File: src/rtl/wb_stage_if.sv
// Handshake and port bundle for the writeback stage: EXU issue, LSU read
// response, register-file write port, commit and hazard outputs.
interface wb_stage_if #(
  parameter int XLEN = 32,
  parameter int RA_W = 5
);
  logic            exu_valid;
  logic            exu_ready;
  logic [RA_W-1:0] exu_rd;
  logic            exu_rd_wen;
  logic [XLEN-1:0] exu_result;
  logic            exu_is_load;
  logic [2:0]      exu_funct3;
  logic [XLEN-1:0] exu_pc;
  logic            lsu_rvalid;
  logic            lsu_rready;
  logic [XLEN-1:0] lsu_rdata;
  logic            lsu_rerr;
  logic            rf_wen;
  logic [RA_W-1:0] rf_waddr;
  logic [XLEN-1:0] rf_wdata;
  logic [RA_W-1:0] wbu_rd;
  logic            commit_valid;
  logic [XLEN-1:0] commit_pc;
  logic            commit_err;
  logic [63:0]     instret;

  modport slave (
    input  exu_valid, exu_rd, exu_rd_wen, exu_result, exu_is_load, exu_funct3, exu_pc,
    input  lsu_rvalid, lsu_rdata, lsu_rerr,
    output exu_ready, lsu_rready, rf_wen, rf_waddr, rf_wdata, wbu_rd,
    output commit_valid, commit_pc, commit_err, instret
  );

  modport master (
    output exu_valid, exu_rd, exu_rd_wen, exu_result, exu_is_load, exu_funct3, exu_pc,
    output lsu_rvalid, lsu_rdata, lsu_rerr,
    input  exu_ready, lsu_rready, rf_wen, rf_waddr, rf_wdata, wbu_rd,
    input  commit_valid, commit_pc, commit_err, instret
  );
endinterface

File: src/rtl/wb_stage.sv
// RV32E writeback stage: holds one instruction, waits for load data when
// needed, formats it, then writes the register file and retires in one cycle.
module wb_stage #(
  parameter int XLEN         = 32,
  parameter int RA_W         = 5,
  parameter int LOAD_TIMEOUT = 255
) (
  input  logic       clock,
  input  logic       reset,
  wb_stage_if.slave  bus
);
  localparam int TMO_W = $clog2(LOAD_TIMEOUT + 1);

  typedef enum logic [1:0] {
    IDLE      = 2'd0,
    LOAD_WAIT = 2'd1,
    WRITE     = 2'd2
  } state_t;

  state_t          state_r, state_nxt_s;
  logic [RA_W-1:0] rd_r, rd_nxt_s;
  logic            rd_wen_r, rd_wen_nxt_s;
  logic [XLEN-1:0] result_r, result_nxt_s;
  logic [2:0]      funct3_r, funct3_nxt_s;
  logic [XLEN-1:0] pc_r, pc_nxt_s;
  logic            err_r, err_nxt_s;
  logic [TMO_W-1:0] tmo_r, tmo_nxt_s;

  logic            exu_ready_r, lsu_rready_r, rf_wen_r, commit_valid_r, commit_err_r;
  logic [RA_W-1:0] rf_waddr_r, wbu_rd_r;
  logic [XLEN-1:0] rf_wdata_r, commit_pc_r;
  logic [63:0]     instret_r;
  logic            write_nxt_s;

  // Lane select and extension of the raw aligned word for the load size.
  function automatic logic [XLEN-1:0] load_fmt(input logic [XLEN-1:0] word,
                                               input logic [2:0] f3,
                                               input logic [1:0] addr);
    logic [7:0]  b;
    logic [15:0] h;
    case (addr)
      2'd0:    b = word[7:0];
      2'd1:    b = word[15:8];
      2'd2:    b = word[23:16];
      2'd3:    b = word[31:24];
      default: b = word[7:0];
    endcase
    h = addr[1] ? word[31:16] : word[15:0];
    case (f3)
      3'b000:  load_fmt = {{(XLEN-8){b[7]}}, b};
      3'b100:  load_fmt = {{(XLEN-8){1'b0}}, b};
      3'b001:  load_fmt = {{(XLEN-16){h[15]}}, h};
      3'b101:  load_fmt = {{(XLEN-16){1'b0}}, h};
      default: load_fmt = word;
    endcase
  endfunction

  // Next-state and next held-field logic.
  always_comb begin
    state_nxt_s  = state_r;
    rd_nxt_s     = rd_r;
    rd_wen_nxt_s = rd_wen_r;
    result_nxt_s = result_r;
    funct3_nxt_s = funct3_r;
    pc_nxt_s     = pc_r;
    err_nxt_s    = err_r;
    tmo_nxt_s    = tmo_r;
    case (state_r)
      IDLE: begin
        tmo_nxt_s = {TMO_W{1'b0}};
        if (bus.exu_valid) begin
          rd_nxt_s     = bus.exu_rd;
          rd_wen_nxt_s = bus.exu_rd_wen;
          result_nxt_s = bus.exu_result;
          funct3_nxt_s = bus.exu_funct3;
          pc_nxt_s     = bus.exu_pc;
          err_nxt_s    = 1'b0;
          state_nxt_s  = bus.exu_is_load ? LOAD_WAIT : WRITE;
        end else begin
          state_nxt_s = IDLE;
        end
      end
      LOAD_WAIT: begin
        tmo_nxt_s = tmo_r + TMO_W'(1);
        // A response in the limit cycle takes priority over the timeout.
        if (bus.lsu_rvalid) begin
          result_nxt_s = load_fmt(bus.lsu_rdata, funct3_r, result_r[1:0]);
          err_nxt_s    = bus.lsu_rerr;
          state_nxt_s  = WRITE;
        end else if (tmo_r == TMO_W'(LOAD_TIMEOUT - 1)) begin
          err_nxt_s   = 1'b1;
          state_nxt_s = WRITE;
        end else begin
          state_nxt_s = LOAD_WAIT;
        end
      end
      WRITE: begin
        tmo_nxt_s   = {TMO_W{1'b0}};
        state_nxt_s = IDLE;
      end
      default: begin
        tmo_nxt_s   = {TMO_W{1'b0}};
        state_nxt_s = IDLE;
      end
    endcase
  end

  assign write_nxt_s = (state_nxt_s == WRITE);

  // State, held fields and registered outputs decoded from the next state.
  always_ff @(posedge clock) begin
    if (reset) begin
      state_r        <= IDLE;
      rd_r           <= {RA_W{1'b0}};
      rd_wen_r       <= 1'b0;
      result_r       <= {XLEN{1'b0}};
      funct3_r       <= 3'b000;
      pc_r           <= {XLEN{1'b0}};
      err_r          <= 1'b0;
      tmo_r          <= {TMO_W{1'b0}};
      exu_ready_r    <= 1'b1;
      lsu_rready_r   <= 1'b0;
      rf_wen_r       <= 1'b0;
      rf_waddr_r     <= {RA_W{1'b0}};
      rf_wdata_r     <= {XLEN{1'b0}};
      wbu_rd_r       <= {RA_W{1'b0}};
      commit_valid_r <= 1'b0;
      commit_pc_r    <= {XLEN{1'b0}};
      commit_err_r   <= 1'b0;
      instret_r      <= 64'd0;
    end else begin
      state_r        <= state_nxt_s;
      rd_r           <= rd_nxt_s;
      rd_wen_r       <= rd_wen_nxt_s;
      result_r       <= result_nxt_s;
      funct3_r       <= funct3_nxt_s;
      pc_r           <= pc_nxt_s;
      err_r          <= err_nxt_s;
      tmo_r          <= tmo_nxt_s;
      exu_ready_r    <= (state_nxt_s == IDLE);
      lsu_rready_r   <= (state_nxt_s == LOAD_WAIT);
      rf_wen_r       <= write_nxt_s && rd_wen_nxt_s && (rd_nxt_s != {RA_W{1'b0}}) && !err_nxt_s;
      rf_waddr_r     <= rd_nxt_s;
      rf_wdata_r     <= result_nxt_s;
      wbu_rd_r       <= ((state_nxt_s != IDLE) && rd_wen_nxt_s) ? rd_nxt_s : {RA_W{1'b0}};
      commit_valid_r <= write_nxt_s;
      commit_pc_r    <= pc_nxt_s;
      commit_err_r   <= write_nxt_s && err_nxt_s;
      instret_r      <= (state_r == WRITE) ? instret_r + 64'd1 : instret_r;
    end
  end

  assign bus.exu_ready    = exu_ready_r;
  assign bus.lsu_rready   = lsu_rready_r;
  assign bus.rf_wen       = rf_wen_r;
  assign bus.rf_waddr     = rf_waddr_r;
  assign bus.rf_wdata     = rf_wdata_r;
  assign bus.wbu_rd       = wbu_rd_r;
  assign bus.commit_valid = commit_valid_r;
  assign bus.commit_pc    = commit_pc_r;
  assign bus.commit_err   = commit_err_r;
  assign bus.instret      = instret_r;
endmodule

File: src/flat_wrapper.sv
// flat-port wrapper written by rule: the top's interface ports become plain ports
module wb_stage_flat 
#(
  parameter int XLEN         = 32,
  parameter int RA_W         = 5,
  parameter int LOAD_TIMEOUT = 255
)
  (clock, reset, bus_exu_valid, bus_exu_rd, bus_exu_rd_wen, bus_exu_result, bus_exu_is_load, bus_exu_funct3, bus_exu_pc, bus_lsu_rvalid, bus_lsu_rdata, bus_lsu_rerr, bus_exu_ready, bus_lsu_rready, bus_rf_wen, bus_rf_waddr, bus_rf_wdata, bus_wbu_rd, bus_commit_valid, bus_commit_pc, bus_commit_err, bus_instret);
  wb_stage_if #(.XLEN(XLEN), .RA_W(RA_W)) bus_i ();
  input  logic clock;
  input  logic reset;
  input wire logic [$bits(bus_i.exu_valid)-1:0] bus_exu_valid;
  input wire logic [$bits(bus_i.exu_rd)-1:0] bus_exu_rd;
  input wire logic [$bits(bus_i.exu_rd_wen)-1:0] bus_exu_rd_wen;
  input wire logic [$bits(bus_i.exu_result)-1:0] bus_exu_result;
  input wire logic [$bits(bus_i.exu_is_load)-1:0] bus_exu_is_load;
  input wire logic [$bits(bus_i.exu_funct3)-1:0] bus_exu_funct3;
  input wire logic [$bits(bus_i.exu_pc)-1:0] bus_exu_pc;
  input wire logic [$bits(bus_i.lsu_rvalid)-1:0] bus_lsu_rvalid;
  input wire logic [$bits(bus_i.lsu_rdata)-1:0] bus_lsu_rdata;
  input wire logic [$bits(bus_i.lsu_rerr)-1:0] bus_lsu_rerr;
  output wire logic [$bits(bus_i.exu_ready)-1:0] bus_exu_ready;
  output wire logic [$bits(bus_i.lsu_rready)-1:0] bus_lsu_rready;
  output wire logic [$bits(bus_i.rf_wen)-1:0] bus_rf_wen;
  output wire logic [$bits(bus_i.rf_waddr)-1:0] bus_rf_waddr;
  output wire logic [$bits(bus_i.rf_wdata)-1:0] bus_rf_wdata;
  output wire logic [$bits(bus_i.wbu_rd)-1:0] bus_wbu_rd;
  output wire logic [$bits(bus_i.commit_valid)-1:0] bus_commit_valid;
  output wire logic [$bits(bus_i.commit_pc)-1:0] bus_commit_pc;
  output wire logic [$bits(bus_i.commit_err)-1:0] bus_commit_err;
  output wire logic [$bits(bus_i.instret)-1:0] bus_instret;
  assign bus_i.exu_valid = bus_exu_valid;
  assign bus_i.exu_rd = bus_exu_rd;
  assign bus_i.exu_rd_wen = bus_exu_rd_wen;
  assign bus_i.exu_result = bus_exu_result;
  assign bus_i.exu_is_load = bus_exu_is_load;
  assign bus_i.exu_funct3 = bus_exu_funct3;
  assign bus_i.exu_pc = bus_exu_pc;
  assign bus_i.lsu_rvalid = bus_lsu_rvalid;
  assign bus_i.lsu_rdata = bus_lsu_rdata;
  assign bus_i.lsu_rerr = bus_lsu_rerr;
  assign bus_exu_ready = bus_i.exu_ready;
  assign bus_lsu_rready = bus_i.lsu_rready;
  assign bus_rf_wen = bus_i.rf_wen;
  assign bus_rf_waddr = bus_i.rf_waddr;
  assign bus_rf_wdata = bus_i.rf_wdata;
  assign bus_wbu_rd = bus_i.wbu_rd;
  assign bus_commit_valid = bus_i.commit_valid;
  assign bus_commit_pc = bus_i.commit_pc;
  assign bus_commit_err = bus_i.commit_err;
  assign bus_instret = bus_i.instret;
  wb_stage #(.XLEN(XLEN), .RA_W(RA_W), .LOAD_TIMEOUT(LOAD_TIMEOUT)) u_core (.clock(clock), .reset(reset), .bus(bus_i));
endmodule
File: config.mk
export PLATFORM = sky130hd
export DESIGN_NAME = wb_stage_flat
export DESIGN_NICKNAME = d
export VERILOG_FILES = /design/src/rtl/wb_stage_if.sv /design/src/rtl/wb_stage.sv /design/src/flat_wrapper.sv
export SDC_FILE = /design/constraint.sdc
export NUM_CORES = 1
export LEC_CHECK = 0
export ABC_AREA = 0
export CORE_MARGIN = 2
export CORE_UTILIZATION = 49
export DETAILED_ROUTE_END_ITERATION = 16
export PLACE_DENSITY = 0.86
export SYNTH_ARGS = -nofsm -noshare
export SYNTH_HDL_FRONTEND = slang
export SYNTH_SLANG_ARGS = --single-unit
File: constraint.sdc
create_clock -name clock -period 2.82 [get_ports clock]
set_input_delay 0.564 -clock clock [delete_from_list [all_inputs] [get_ports clock]]
set_output_delay 0.564 -clock clock [all_outputs]
set_load 0.02 [all_outputs]
After elaboration in Yosys (flattened, before gate mapping)
Index checks and enable logic that the tools add are counted.
Widths: inputs -> output; s select.
Storage, ports and cells
  flip-flop bits (word level): 158
  output and inout port bits: 143
  word-level logic and storage cells: 68
Cells by class
  equality and inequality tests: 13
  mux-type cells: 19
  add/sub/neg operators: 2
  reduce and logical (&&, ||, !) cells: 17
  bitwise operators: 2
Operator list (number)
  $pmux 32 s4: 1
  $add 64x1->64 const B: 1
  $mux 32: 2
  $pmux 32 s2: 1
  $pmux 8 s4: 1
  $mux 16: 1
  $mux 5: 2
  $add 8x1->8 const B: 1
  $eq 2x2->1 const B: 4
  $eq 8x8->1 const B: 1
  $mux 2: 4
  $eq 2x1->1 const B: 3
  $eq 3x3->1 const B: 2
  $logic_not 2->1: 3
  $logic_and 1x1->1: 5
  $mux 1: 5
  $reduce_bool 5->1: 1
  $ne 2x2->1 const B: 2
  $pmux 2 s2: 1
  $reduce_bool 2->1: 2
  $reduce_or 2->1: 2
  $eq 3x1->1 const B: 1
  $logic_not 3->1: 1
  $reduce_and 3->1: 1
  other kinds (4): 5

Depth between registers and ports, before layout
  depth in word-level cells: 8
  depth in mapped cells: 8
  depth with buffers taken out: 7

Worst setup path before layout
Ideal clock, no wire load.
  path kind: flip-flop to flip-flop
  start point: register u_core.instret_r[5], in the netlist u_core.bus.instret[5]
  end point: register u_core.instret_r[53], in the netlist u_core.bus.instret[53]
  arrival time: 1915 ps
  cell stages (with the launch flop): 8
  required time: 2697 ps
  setup slack: 781 ps
  buffers on the path: 2
  cell sequence: dfxtp_1 -> and4_1 -> buf_2 -> and4_4 -> buf_4 -> nand4_1 -> nor4_1 -> mux2_1
On the way
  word-level cells in the longest chain between the ends: 1
Ends and longest elaborated chain
  from (decl): line wb_stage.sv:32  | logic [63:0] instret_r;
  from (signal assigned): line wb_stage.sv:149  | instret_r <= (state_r == WRITE) ? instret_r + 64'd1 : instret_r;
  $add 64x1->64: line wb_stage.sv:149
Every way passes these cells.
A chain may end at the register's enable or synchronous reset.

Final worst setup path
  start point: register u_core.rf_wdata_r[1], in the netlist u_core.bus.rf_wdata[1]
  end point: output port bus_rf_wdata[1]
RTL lines
  from (decl): line wb_stage.sv:31  | logic [XLEN-1:0] rf_wdata_r, commit_pc_r;
  from (signal assigned): line wb_stage.sv:125  | rf_wdata_r <= {XLEN{1'b0}};
  from (signal assigned): line wb_stage.sv:144  | rf_wdata_r <= result_nxt_s;
  to (decl): line flat_wrapper.sv:26  | output wire logic [$bits(bus_i.rf_wdata)-1:0] bus_rf_wdata;
No word-level cell between the ends.

==> impl_metrics.env <==
export IMPL_setup_tns_ns=0
export IMPL_numCtsBuffers=17
export IMPL_synth_cell_types=56
export IMPL_grt_overflow_total=0
export IMPL_synth_compound_area_share_pct=17.8
export IMPL_numPortBuffers=253
export IMPL_hp_class="flop to flop"
export IMPL_rr_worst_depth=5
export IMPL_cts_sinks=158
export IMPL_ys_ff_latch=158
export IMPL_drcViolationCount=0
export IMPL_pin_count=254
export IMPL_leakagePower_uw=0.00372
export IMPL_fin_crit_ns=2.50
export IMPL_final_layout_size_suffix_gt1_share_pct=6.03
export IMPL_wire_per_inst_um=16.5
export IMPL_cp_arrival_ns=1.93
export IMPL_power_density_nw_per_um2=540
export IMPL_synth_xor_area_share_pct=4.18
export IMPL_synth_warnings=0
export IMPL_skew_ns=0.0125
export IMPL_worstReg2RegStart="u_core.bus.instret[26]"
export IMPL_rows=44
export IMPL_initial_utilization_pct=49.5
export IMPL_max_slew_margin_rel_pct=45.0
export IMPL_period_share_pct=88.6
export IMPL_cts_root_buf="clkbuf_16"
export IMPL_antenna_found_initial=0
export IMPL_gp_congestion=0.955
export IMPL_register_area_um2=3160
export IMPL_synth_cells=880
export IMPL_post_cts_resized=0
export IMPL_timing_rr_end="u_core.bus.instret[54]"
export IMPL_cp_data_required_time_ns=2.26
export IMPL_post_cts_setup_buffer_count=0
export IMPL_vias=7365
export IMPL_core_um2=14400
export IMPL_synthTopCellsByArea="dfxtp_1, nand2_1, a21oi_1"
export IMPL_finalSetupViolCount=0
export IMPL_muxShareOfSynthArea_pct=2.43
export IMPL_synth_yosys_seq_area_share_pct=44.4
export IMPL_cp_startpoint="u_core.bus.rf_wdata[1]"
export IMPL_synth_top_family_by_area="simple AND/OR/NAND/NOR gates"
export IMPL_routed_via_density=5.61
export IMPL_instances_no_fill=1312
export IMPL_die_y_um=125
export IMPL_start_kind="flop"
export IMPL_grt_pass1_vias=6876
export IMPL_drtIter0Drc=642
export IMPL_fp_dieW_um=125
export IMPL_nFillCells=1081
export IMPL_worst_pin_slew_ns=0.824
export IMPL_cts_tree="built"
export IMPL_achievable_frequency_mhz=400
export IMPL_dp_cells=1280
export IMPL_rsz0062_at_grt="false"
export IMPL_hpwl_mm=15.5
export IMPL_finalHoldViolCount=0
export IMPL_cts_hold_buf=0
export IMPL_grt_max_degree=80
export IMPL_status="complete, no violations"
export IMPL_drtPass1Iterations=5
export IMPL_drv_cap=0
export IMPL_clk_pin_slew_worst_paths_ns=0.07
export IMPL_grtUsageTotal_pct=27.0
export IMPL_die_area_um2=15500
export IMPL_avgSynthCellArea_um2=8.09
export IMPL_ir_drop_uv=407
export IMPL_syn_nets=994
export IMPL_clock_path_buffers=2
export IMPL_slew_viol_final=0
export IMPL_synth_area_um2=7120
export IMPL_routed_wl_mm=21.6
export IMPL_crit_end="bus_rf_wdata[1]"
export IMPL_endpoint_kind="primary output"
export IMPL_r2r_slack_ns=0.54
export IMPL_yosysTopAreaCellShare_pct=44.4
export IMPL_multi_input_area_um2=3630
export IMPL_synth_top_cell_by_area="dfxtp_1"
export IMPL_utilization_pct=72.6
export IMPL_crit_type="flop to primary output"
export IMPL_area_growth_pct=46.5
export IMPL_ant_nets=0
export IMPL_nets=1229
export IMPL_htree_levels=4
export IMPL_antenna_cells=0
export IMPL_synthAdderAreaFrac_pct=0.527
export IMPL_clock_latency_ns=0.42
export IMPL_path_max_fanout=14
export IMPL_grt_pass1_wl_mm=34.3
export IMPL_synth_simple_area_share_pct=26.0
## area by class of cell
class | count | share of cell area, %
Multi-Input combinational cell | 644 | 34.9
Clock inverter | 13 | 1.69
Tap cell | 184 | 2.21
Inverter | 22 | 0.792
Sequential cell | 158 | 30.3
Clock buffer | 19 | 4.34
Timing Repair Buffer | 272 | 25.8
## power by group
group / leakage (uW) / internal (uW) / total, uW / switching, uW
combinational: 0.00213 / 397 / 819 / 422
sequential: 0.00129 / 2320 / 2390 / 63.4
clock: 0.000299 / 1460 / 2430 / 966
total: 0.00372 / 4180 / 5630 / 1450
## per-layer routing
layer  track usage [%]  wire [um]
met5                 0          0
met1              33.4       9080
met2              44.7      10500
met3              6.49       1370
met4              12.0        701
## worst max-delay path, stage by stage, from the launching register on
cell             delay, ns
dfxtp_1               0.64
buf_4                 0.26
clkdlybuf4s50_1       0.62
## state kept, by name, indices dropped and copies added (netlist names)
signal                   cells
u_core.tmo_r                 8
u_core.bus.lsu_rready        1
u_core.bus.commit_valid      1
u_core.bus.instret          64
u_core.state_r               2
u_core.funct3_r              3
u_core.rd_wen_r              1
u_core.bus.commit_err        1
u_core.err_r                 1
u_core.bus.rf_wen            1
u_core.bus.rf_waddr          5
u_core.pc_r                 32
u_core.bus.rf_wdata         32
u_core.bus.exu_ready         1
u_core.bus.wbu_rd            5
## layout by cell type (no fill, tap or decap), drive strengths merged, types with 8 or more instances in the layout
cell,instances
clkdlybuf4s50,252
dfxtp,158
nand2,135
a21oi,88
nor2,85
o21ai,65
nand3,28
inv,26
nand4,23
or4,21
buf,20
xnor2,19
clkbuf,19
o31ai,17
nor3,16
nor2b,16
xor2,15
or3,11
nor4,11
a31oi,9
a211oi,8
and3,8
## how the worst min path moves through the flow
stage	startpoint	end	slack, ns	cells past startpoint
6_report	u_core.bus.rf_wdata[25]	u_core.bus.rf_wdata[25]	0.45	2
5_1_grt	u_core.bus.rf_wdata[20]	u_core.bus.rf_wdata[20]	0.46	2
4_1_cts	u_core.bus.rf_wdata[25]	u_core.bus.rf_wdata[25]	0.45	2
3_5_place_dp	u_core.bus.rf_wdata[22]	u_core.bus.rf_wdata[22]	0.44	2
3_3_place_gp	u_core.bus.rf_wdata[21]	u_core.bus.rf_wdata[21]	0.43	2
2_1_floorplan	u_core.tmo_r[0]	u_core.tmo_r[0]	0.43	1
## Yosys cell counts, drive strengths merged
cell type	n
a2111oi	1
a211oi	8
a21o	1
a21oi	88
a22o	1
a22oi	3
a311oi	7
a31oi	9
and2	5
and3	8
and3b	1
and4	6
and4b	1
buf	17
clkbuf	39
clkinv	1
dfxtp	158
ha	3
inv	21
mux2	6
mux2i	6
mux4	2
nand2	135
nand2b	4
nand3	28
nand3b	2
nand4	23
nand4b	1
nor2	85
nor2b	16
nor3	16
nor4	11
o211a	7
o211ai	1
o21a	1
o21ai	65
o221ai	7
o31ai	17
or2	3
or3	11
or4	21
xnor2	19
xor2	15
## cell families after synthesis
| logic type | after synthesis |
|---|---|
| and+or+nand+nor | 377 |
| xor gates and xnor gates | 34 |
| AOI/OAI and AO/OA | 216 |
| DFF | 158 |
| muxes | 14 |
| buffers and inverters | 78 |
| adders and majority gates | 3 |
## stage by stage
step           setup slack (ns)  area [um^2]  total power [uW]  hold slack [ns]
6_report                  0.323        10400              5630            0.450
5_1_grt                   0.237        10400              5820            0.463
4_1_cts                   0.332        10400              5650            0.454
3_5_place_dp              0.440         9800              3250            0.443
3_3_place_gp              0.516         9800              3240            0.432
2_1_floorplan             0.781         7120              2810            0.430
Note: power is estimated with default switching activity, not from simulation.
